<file path="config.mk">
export PLATFORM = sky130hd
export DESIGN_NAME = max_pool_2x2_stream
export DESIGN_NICKNAME = d
export VERILOG_FILES = /design/src/rtl/max_pool_2x2_stream_pkg.sv /design/src/rtl/pool_line_buffer.sv /design/src/rtl/max_pool_2x2_stream.sv
export SDC_FILE = /design/constraint.sdc
export NUM_CORES = 1
export LEC_CHECK = 0
export CORE_MARGIN = 3
export CORE_UTILIZATION = 55
export CTS_CLUSTER_SIZE = 8
export DETAILED_ROUTE_END_ITERATION = 10
export HOLD_SLACK_MARGIN = 0.03
export PLACE_DENSITY = 0.73
export SETUP_SLACK_MARGIN = 0.2
export SYNTH_ARGS = -nofsm -noshare
export SYNTH_HDL_FRONTEND = slang
export SYNTH_HIERARCHICAL = 1
export SYNTH_SLANG_ARGS = --single-unit
</file>
<file path="constraint.sdc">
create_clock -name clk -period 5.6 [get_ports clk]
set_input_delay 0.56 -clock clk [delete_from_list [all_inputs] [get_ports clk]]
set_output_delay 0.56 -clock clk [all_outputs]
set_load 0.05 [all_outputs]
</file>
<file path="src/rtl/max_pool_2x2_stream_pkg.sv">
// Shared definitions for the LeNet pooling stages: pixel format,
// default layer dimensions and the signed-max helper.
package max_pool_2x2_stream_pkg;

  // Pixel format: signed Q8.8
  localparam int POOL_DW     = 16;
  localparam int Q_FRAC_BITS = 8;

  // First pooling layer (after conv1): 28x28x6
  localparam int LENET_P1_WIDTH  = 28;
  localparam int LENET_P1_HEIGHT = 28;
  localparam int LENET_P1_DEPTH  = 6;

  // Second pooling layer (after conv2): 10x10x16
  localparam int LENET_P2_WIDTH  = 10;
  localparam int LENET_P2_HEIGHT = 10;
  localparam int LENET_P2_DEPTH  = 16;

  // Signed two's-complement max; on a tie the operands are equal anyway
  function automatic logic [POOL_DW-1:0] smax(input logic [POOL_DW-1:0] a,
                                              input logic [POOL_DW-1:0] b);
    return ($signed(a) >= $signed(b)) ? a : b;
  endfunction

endpackage

</file>
<file path="src/rtl/pool_line_buffer.sv">
// Single-port register array holding one row of horizontal pair maxima.
// Writes are synchronous; the read port is combinational on the same address.
module pool_line_buffer #(
  parameter int ENTRIES = 14,
  parameter int DW      = 16,
  parameter int AW      = (ENTRIES > 1) ? $clog2(ENTRIES) : 1
) (
  input  logic          clk_i,
  input  logic          we_i,
  input  logic [AW-1:0] addr_i,
  input  logic [DW-1:0] wdata_i,
  output logic [DW-1:0] rdata_o
);

  logic [DW-1:0] mem_q [ENTRIES];

  // Storage write; contents need no reset
  always_ff @(posedge clk_i) begin
    if (we_i) mem_q[addr_i] <= wdata_i;
  end

  assign rdata_o = mem_q[addr_i];

endmodule

</file>
<file path="src/rtl/max_pool_2x2_stream.sv">
// Streaming 2x2 stride-2 max pool over channel-major raster pixels.
// Even rows fold each column pair into the line buffer; odd rows combine the
// pair with the stored maximum and emit one pooled pixel per window.
module max_pool_2x2_stream
  import max_pool_2x2_stream_pkg::*;
#(
  parameter int WIDTH  = LENET_P1_WIDTH,
  parameter int HEIGHT = LENET_P1_HEIGHT,
  parameter int DEPTH  = LENET_P1_DEPTH,
  parameter int DW     = POOL_DW          // smax is defined at POOL_DW
) (
  input  logic          clk,
  input  logic          rst,
  input  logic          in_valid,
  output logic          in_ready,
  input  logic [DW-1:0] in_data,
  output logic          out_valid,
  input  logic          out_ready,
  output logic [DW-1:0] out_data,
  output logic          out_last,
  output logic          frame_done
);

  localparam int CW   = (WIDTH  > 1) ? $clog2(WIDTH)  : 1;
  localparam int RW   = (HEIGHT > 1) ? $clog2(HEIGHT) : 1;
  localparam int DCW  = (DEPTH  > 1) ? $clog2(DEPTH)  : 1;
  localparam int LB_N = WIDTH / 2;
  localparam int AW   = (LB_N > 1) ? $clog2(LB_N) : 1;

  localparam logic [CW-1:0]  COL_LAST = CW'(WIDTH - 1);
  localparam logic [RW-1:0]  ROW_LAST = RW'(HEIGHT - 1);
  localparam logic [DCW-1:0] CH_LAST  = DCW'(DEPTH - 1);

  logic [CW-1:0]  col_q, col_d;
  logic [RW-1:0]  row_q, row_d;
  logic [DCW-1:0] ch_q, ch_d;
  logic [DW-1:0]  pair_q, pair_d;
  logic           out_valid_q, out_valid_d;
  logic [DW-1:0]  out_data_q, out_data_d;
  logic           out_last_q, out_last_d;
  logic           frame_done_q, frame_done_d;

  logic           in_fire, out_fire, odd_col, odd_row, win_done, lb_we;
  logic [AW-1:0]  lb_addr;
  logic [DW-1:0]  lb_rdata, pair_max;

  assign in_ready = !out_valid_q || out_ready;
  assign in_fire  = in_valid && in_ready;
  assign out_fire = out_valid_q && out_ready;
  assign odd_col  = col_q[0];
  assign odd_row  = row_q[0];
  assign pair_max = smax(pair_q, in_data);
  assign lb_we    = in_fire && odd_col && !odd_row;
  assign lb_addr  = AW'(col_q >> 1);
  // in_fire already implies the output register is free or draining,
  // so a completed window never overwrites a stalled result
  assign win_done = in_fire && odd_col && odd_row;

  pool_line_buffer #(
    .ENTRIES (LB_N),
    .DW      (DW),
    .AW      (AW)
  ) u_line_buffer (
    .clk_i   (clk),
    .we_i    (lb_we),
    .addr_i  (lb_addr),
    .wdata_i (pair_max),
    .rdata_o (lb_rdata)
  );

  // Raster position counters: col, then row, then channel
  always_comb begin
    col_d = col_q;
    row_d = row_q;
    ch_d  = ch_q;
    if (in_fire) begin
      if (col_q == COL_LAST) begin
        col_d = '0;
        if (row_q == ROW_LAST) begin
          row_d = '0;
          ch_d  = (ch_q == CH_LAST) ? '0 : ch_q + DCW'(1);
        end else begin
          row_d = row_q + RW'(1);
        end
      end else begin
        col_d = col_q + CW'(1);
      end
    end
  end

  // Pair capture, window completion and output register next state
  always_comb begin
    pair_d       = pair_q;
    out_valid_d  = out_valid_q;
    out_data_d   = out_data_q;
    out_last_d   = out_last_q;
    frame_done_d = out_fire && out_last_q;
    if (in_fire && !odd_col) pair_d = in_data;
    if (out_fire) out_valid_d = 1'b0;
    if (win_done) begin
      out_valid_d = 1'b1;
      out_data_d  = smax(pair_max, lb_rdata);
      out_last_d  = (row_q == ROW_LAST) && (col_q == COL_LAST) && (ch_q == CH_LAST);
    end
  end

  // State registers with synchronous reset
  always_ff @(posedge clk) begin
    if (rst) begin
      col_q        <= '0;
      row_q        <= '0;
      ch_q         <= '0;
      pair_q       <= '0;
      out_valid_q  <= 1'b0;
      out_data_q   <= '0;
      out_last_q   <= 1'b0;
      frame_done_q <= 1'b0;
    end else begin
      col_q        <= col_d;
      row_q        <= row_d;
      ch_q         <= ch_d;
      pair_q       <= pair_d;
      out_valid_q  <= out_valid_d;
      out_data_q   <= out_data_d;
      out_last_q   <= out_last_d;
      frame_done_q <= frame_done_d;
    end
  end

  assign out_valid  = out_valid_q;
  assign out_data   = out_data_q;
  assign out_last   = out_last_q;
  assign frame_done = frame_done_q;

endmodule

</file>
# ---- Yosys cells after proc, flatten, opt, wreduce, memory -nomap -nowiden
# Memory sizes are Yosys's and may differ from the RTL's. A register that Yosys moved wholly into a read port is not among the register bits.
# Cells that the tools add are included.
dict set report word_totals {
  ram_bits 224
  ff_bits 48
  out_inout_bits 20
  n_memories 1
}
# memory depth width read_ports rd_clocked_by_memory_dff wr line_no
set mem_list {}
lappend mem_list {u_line_buffer.mem_q 14 16 1 1 1 pool_line_buffer.sv:15} ;# logic [DW-1:0] mem_q [ENTRIES];
dict set report classes {
  n_mux 11
  n_reduce_logical 16
  n_addsub 3
  order_cmp 2
  eq_ne 3
}
# cell n
set op_table {}
lappend op_table {{16-bit greater-or-equal comparator} 2}
lappend op_table {{16-bit 2-to-1 mux} 2}
lappend op_table {{5-bit by 1-bit adder with 5-bit output (second input constant)} 2}
lappend op_table {{5-bit == test (second input constant)} 2}
lappend op_table {{5-bit 2-to-1 mux} 2}
lappend op_table {{1-bit logical AND} 9}
lappend op_table {{4-bit 2-to-1 mux} 2}
lappend op_table {{1-bit 2-to-1 mux} 4}
lappend op_table {{3-bit by 1-bit adder with 3-bit output (second input constant)} 1}
lappend op_table {{3-bit == test (second input constant)} 1}
lappend op_table {{1-bit logical NOT} 3}
lappend op_table {{3-bit 2-to-1 mux} 1}
lappend op_table {{3-bit AND reduction} 1}
lappend op_table {{2-bit AND reduction} 1}
lappend op_table {{2-bit nonzero test} 1}
lappend op_table {{1-bit logical OR} 1}

# ---- Logic depth before layout (Yosys ltp)
dict set report logic_depth {
  ltp_word 7
  depth_mapped 20
  depth_no_buf 17
}

# ---- Modules after synthesis
# Netlist, hierarchy kept.
# module n_inst seq_area_each_um2 cells_each area_per_inst_um2
set modules_own_cells {}
lappend modules_own_cells {pool_line_buffer 1 6726.5 381 8732.1}
lappend modules_own_cells {max_pool_2x2_stream 1 960.9 351 2886.5}

# ---- Least setup slack after synthesis
# No wires, ideal clock.
dict set report synth_timing {
  kind {input to register}
  start {input port in_data[15]}
  end {register out_data_q[10] (netlist: out_data[10])}
  t_required_ns 5.530
  stages 19
  slack_ns 1.424
  arrival_time_ns 4.107
  path_cell_list {inv_1 > ha_1 > nand4_1 > nor3_2 > a21boi_2 > nor4_2 > mux2_4 > buf_6 > buf_12 > mux2i_1 > inv_1 > ha_1 > a21o_1 > a2111oi_0 > a32oi_1 > nor3_2 > buf_2 > a22oi_1 > o21ai_1}
}
dict set report synth_between {
  elab_chain_cells 4
}
# element line_no
set synth_rtl {}
lappend synth_rtl {{start, declared} max_pool_2x2_stream.sv:16} ;# input logic [DW-1:0] in_data,
lappend synth_rtl {{16-bit greater-or-equal comparator} max_pool_2x2_stream_pkg.sv:22} ;# return ($signed(a) >= $signed(b)) ? a : b;
lappend synth_rtl {{16-bit 2-to-1 mux} max_pool_2x2_stream_pkg.sv:22}
lappend synth_rtl {{named net pair_max[13]} max_pool_2x2_stream.sv:45} ;# logic [DW-1:0] lb_rdata, pair_max;
lappend synth_rtl {{16-bit greater-or-equal comparator} max_pool_2x2_stream_pkg.sv:22}
lappend synth_rtl {{16-bit 2-to-1 mux} max_pool_2x2_stream_pkg.sv:22}
lappend synth_rtl {{end signal, assigned} max_pool_2x2_stream.sv:124} ;# out_data_q <= out_data_d;
lappend synth_rtl {{end, declared} max_pool_2x2_stream.sv:39} ;# logic [DW-1:0] out_data_q, out_data_d;
# The timed path passes the listed nets, and every way through them passes these cells.
# A chain may end at the register's enable or synchronous reset.

# ---- Worst setup path in the final report
dict set report layout_timing {
  start {input port in_data[9]}
  end {register out_data_q[3] (netlist: out_data[3])}
}
# Same word-level chain as after synthesis.

==> flow_summary.toml <==
[clocking]
cts_inserted_buffers = 39
clkSinkCount = 272
path_clk_slew_ns = 0.05
cts_resized = 0
cts_max_level = 2
tritoncts = "built"
cts_root_buf = "clkbuf_16"
clockBufferDepth = 3
cts_hold_buf = 0
clk_latency_ns = 0.51
cts_setup_buffers = 0

[critical_path]
rr_startpoint = "pair_q[15]$_SDFFE_PP0P_"
reg2reg_to = "out_data[3]$_SDFFE_PP0P_"
reg2reg_depth = 15
crit_chain = "clkdlybuf4s50_1, inv_1, ha_1, a21o_1, nand3_1, a21oi_1, nor4_2, mux2_4, mux2i_1, inv_1, ha_1, a21o_1, a2111oi_0, a32oi_1, nor3_2, a22oi_1, o21ai_1"
start_kind = "input port"
crit_type = "input port to flop"
crit_slowest_cell = "nor3_2"
r2r_slack_ns = 0.85
cpPeakStageDelay_ns = 0.80
crit_required_ns = 6.03
worstPathArrival_ns = 5.49
crit_path_end = "out_data[3]$_SDFFE_PP0P_"
cp-end-kind = "flop"
crit_path_start = "in_data[9]"
critical_path.max_fanout = 16

[run_status]
status = "completed"

[synth]
synth_seq_area_share_pct = 66.2
async_flop_share_pct = 0
avgSynthCellArea_um2 = 15.9
synth_fp_nets = 786
synth_edf_count = 224
ys_warn_count = 6
synth-seq-cells = 272
synth_top_cell_by_area = "edfxtp_1"
yosysMostFrequentCell = "edfxtp_1"
yosysUniqueCellTypes = 50
netlist_area_um2 = 11600
yosys-top-cells-count = "edfxtp_1, a21oi_1, dfxtp_1, inv_1, mux4_1"
synth_area_leaders = "edfxtp_1, mux4_1, dfxtp_1"
syn_inst = 732
synth_top_area_share_pct = 57.9
synthFlopType = "edfxtp_1"

[routing]
wl_per_cell_um = 23.8
firstDrtPassIters = 5
vias = 6809
route.detailed.drc = 0
viasPerCell = 6.28
ant_nets = 0
drtIter0Drc = 492
wl_mm = 25.8

[sta]
hold_violations = 0
relSlewSlack_pct = 24.7
final-setup-viol-count = 0
setup_tns_ns = 0
drv_slew = 0
worstMarginPinSlew_ns = 1.12
skew_ns = 0.0110
fmax_mhz = 197
grt_setup_unrepaired = "no"
period_needed_ns = 5.07
finalCritPeriodShare_pct = 90.4

[grt]
grt-ovfl-total = 0
grt_pass1_wl_mm = 39.5
first_global_vias = 6948
track_usage_pct = 23.1
antenna_found_initial = 0
grt_max_degree = 54

[final_layout]
syn2layout_area_growth_pct = 15.5
diodes = 0
fin_nets = 854
fillers = 1419
drive_gt1_share_pct = 13.3
fin_cells = 1084

[power_and_ir_drop]
vdd_drop_max_mv = 0.205
combPwrFrac_pct = 6.4
internal-power_mw = 3.65
power.share.sequential_pct = 48.9
p_leak_nw = 4.74
clkPwrFrac_pct = 44.7
swShare_pct = 21.4
p_switching_uw = 993
p_per_area_nw_per_um2 = 346

[placed_design]
io_buffer_count = 39
globalplace.congestion = 0.850
place_inst = 1029
dp_hpwl_mm = 16.2

[floorplan]
fp.dieW_um = 151
dieArea_um2 = 22900
coreArea_um2 = 20500
io-pin-count = 40
die_h_um = 151
rows = 52
start_util_pct = 56.7

[worst_hold_path]
min_path_type = "flop to flop"

[flow_run]
drv_cap = 0
## area by class of cell
class,instances,area (µm²),area share [%]
sequential,272,7690,57.3
clock buffer,53,1050,7.83
clock inverter,2,25.0,0.187
tap,270,338,2.52
multi-input combinational,374,3540,26.4
timing repair buffer,65,586,4.36
inverter,48,180,1.34
## critical path, delay by kind of cell
kind	cells	cell delay [ns]
compound gates	7	1.40
fa+ha+maj	2	0.59
buf+inv	3	0.92
mux	2	0.80
simple gates	3	1.23
## worst min path at each step
stage | endpoint | cells past startpoint | startpoint | slack [ns]
2_1_floorplan | row_q[3]$_SDFFE_PP0P_ | 1 | row_q[3]$_SDFFE_PP0P_ | 0.47
3_3_place_gp | row_q[1]$_SDFFE_PP0P_ | 2 | row_q[1]$_SDFFE_PP0P_ | 0.48
3_5_place_dp | pair_q[6]$_SDFFE_PP0P_ | 2 | pair_q[6]$_SDFFE_PP0P_ | 0.49
4_1_cts | pair_q[6]$_SDFFE_PP0P_ | 2 | pair_q[6]$_SDFFE_PP0P_ | 0.50
5_1_grt | pair_q[0]$_SDFFE_PP0P_ | 2 | pair_q[0]$_SDFFE_PP0P_ | 0.53
6_report | pair_q[0]$_SDFFE_PP0P_ | 2 | pair_q[0]$_SDFFE_PP0P_ | 0.50
## registers in the layout, indices dropped and copies added (netlist names)
register	flops
pair_q	16
ch_q	3
out_data	16
out_valid	1
col_q	5
frame_done	1
row_q	5
out_last	1
u_line_buffer/mem_q	224
## per-layer routing
layer  up-vias  GRT usage, %  share of wire, %
li1       3010             -                 -
met1      3460          32.3                42
met2       291          37.6                49
met3        48          3.92               6.7
met4         0          7.30               2.3
met5         -             0                 0
## logic make-up after synthesis
kind of cell	count (synthesis)	share of synthesized area [%]
multiplexers	98	15.1
flip-flops	272	66.2
adder cells (fa/ha/maj)	34	3.66
XOR/XNOR	2	0.151
AND/OR/NAND/NOR	105	4.62
AO/OA/AOI/OAI	135	6.80
buffers and inverters	86	3.55
## stage by stage
stage	hold WS, ns	instance area, µm²	worst slack [ns]	util, %	power, mW
after global placement	0.479	12300	0.393	60.2	2.58
after floorplan	0.466	11600	1.42	-	2.50
final	0.498	13400	0.535	65.5	4.64
after detailed placement	0.491	12300	0.126	60.2	2.60
after global routing	0.526	13400	0.289	65.5	4.80
after CTS	0.497	13400	0.633	65.5	4.68
## layout by cell type, fill, tap and decap left out, types with 4 or more instances in the layout
master           netlist  final
nand2b_1               5      5
o22ai_1               16     16
ha_1                  34     34
nand3_1                6      6
clkbuf_1              15     13
mux4_1                38     38
edfxtp_1             224    224
o21ai_1               16     16
clkbuf_16              0     40
inv_1                 48     48
nor2_1                25     25
dfxtp_1               48     46
nand3b_1               4      4
a21o_1                 4      4
mux2i_1               33     33
clkdlybuf4s50_1        0     39
o21ai_0               19     19
a21oi_1               51     51
a22oi_1               17     17
mux2_2                16     16
nand2_1               33     33
mux4_2                10     10
buf_4                  2     26
nor3_1                11      7
nor3_2                 2      5
nand4_1                4      4
## power by group through the flow
stage | combinational (mW) | sequential, mW | clock, mW
2_1_floorplan | 0.213 | 2.29 | 0
4_1_cts | 0.295 | 2.27 | 2.12
6_report | 0.296 | 2.27 | 2.08
3_3_place_gp | 0.276 | 2.30 | 0
3_5_place_dp | 0.293 | 2.31 | 0
5_1_grt | 0.329 | 2.27 | 2.21
Note: power is estimated with default switching activity, not from simulation.
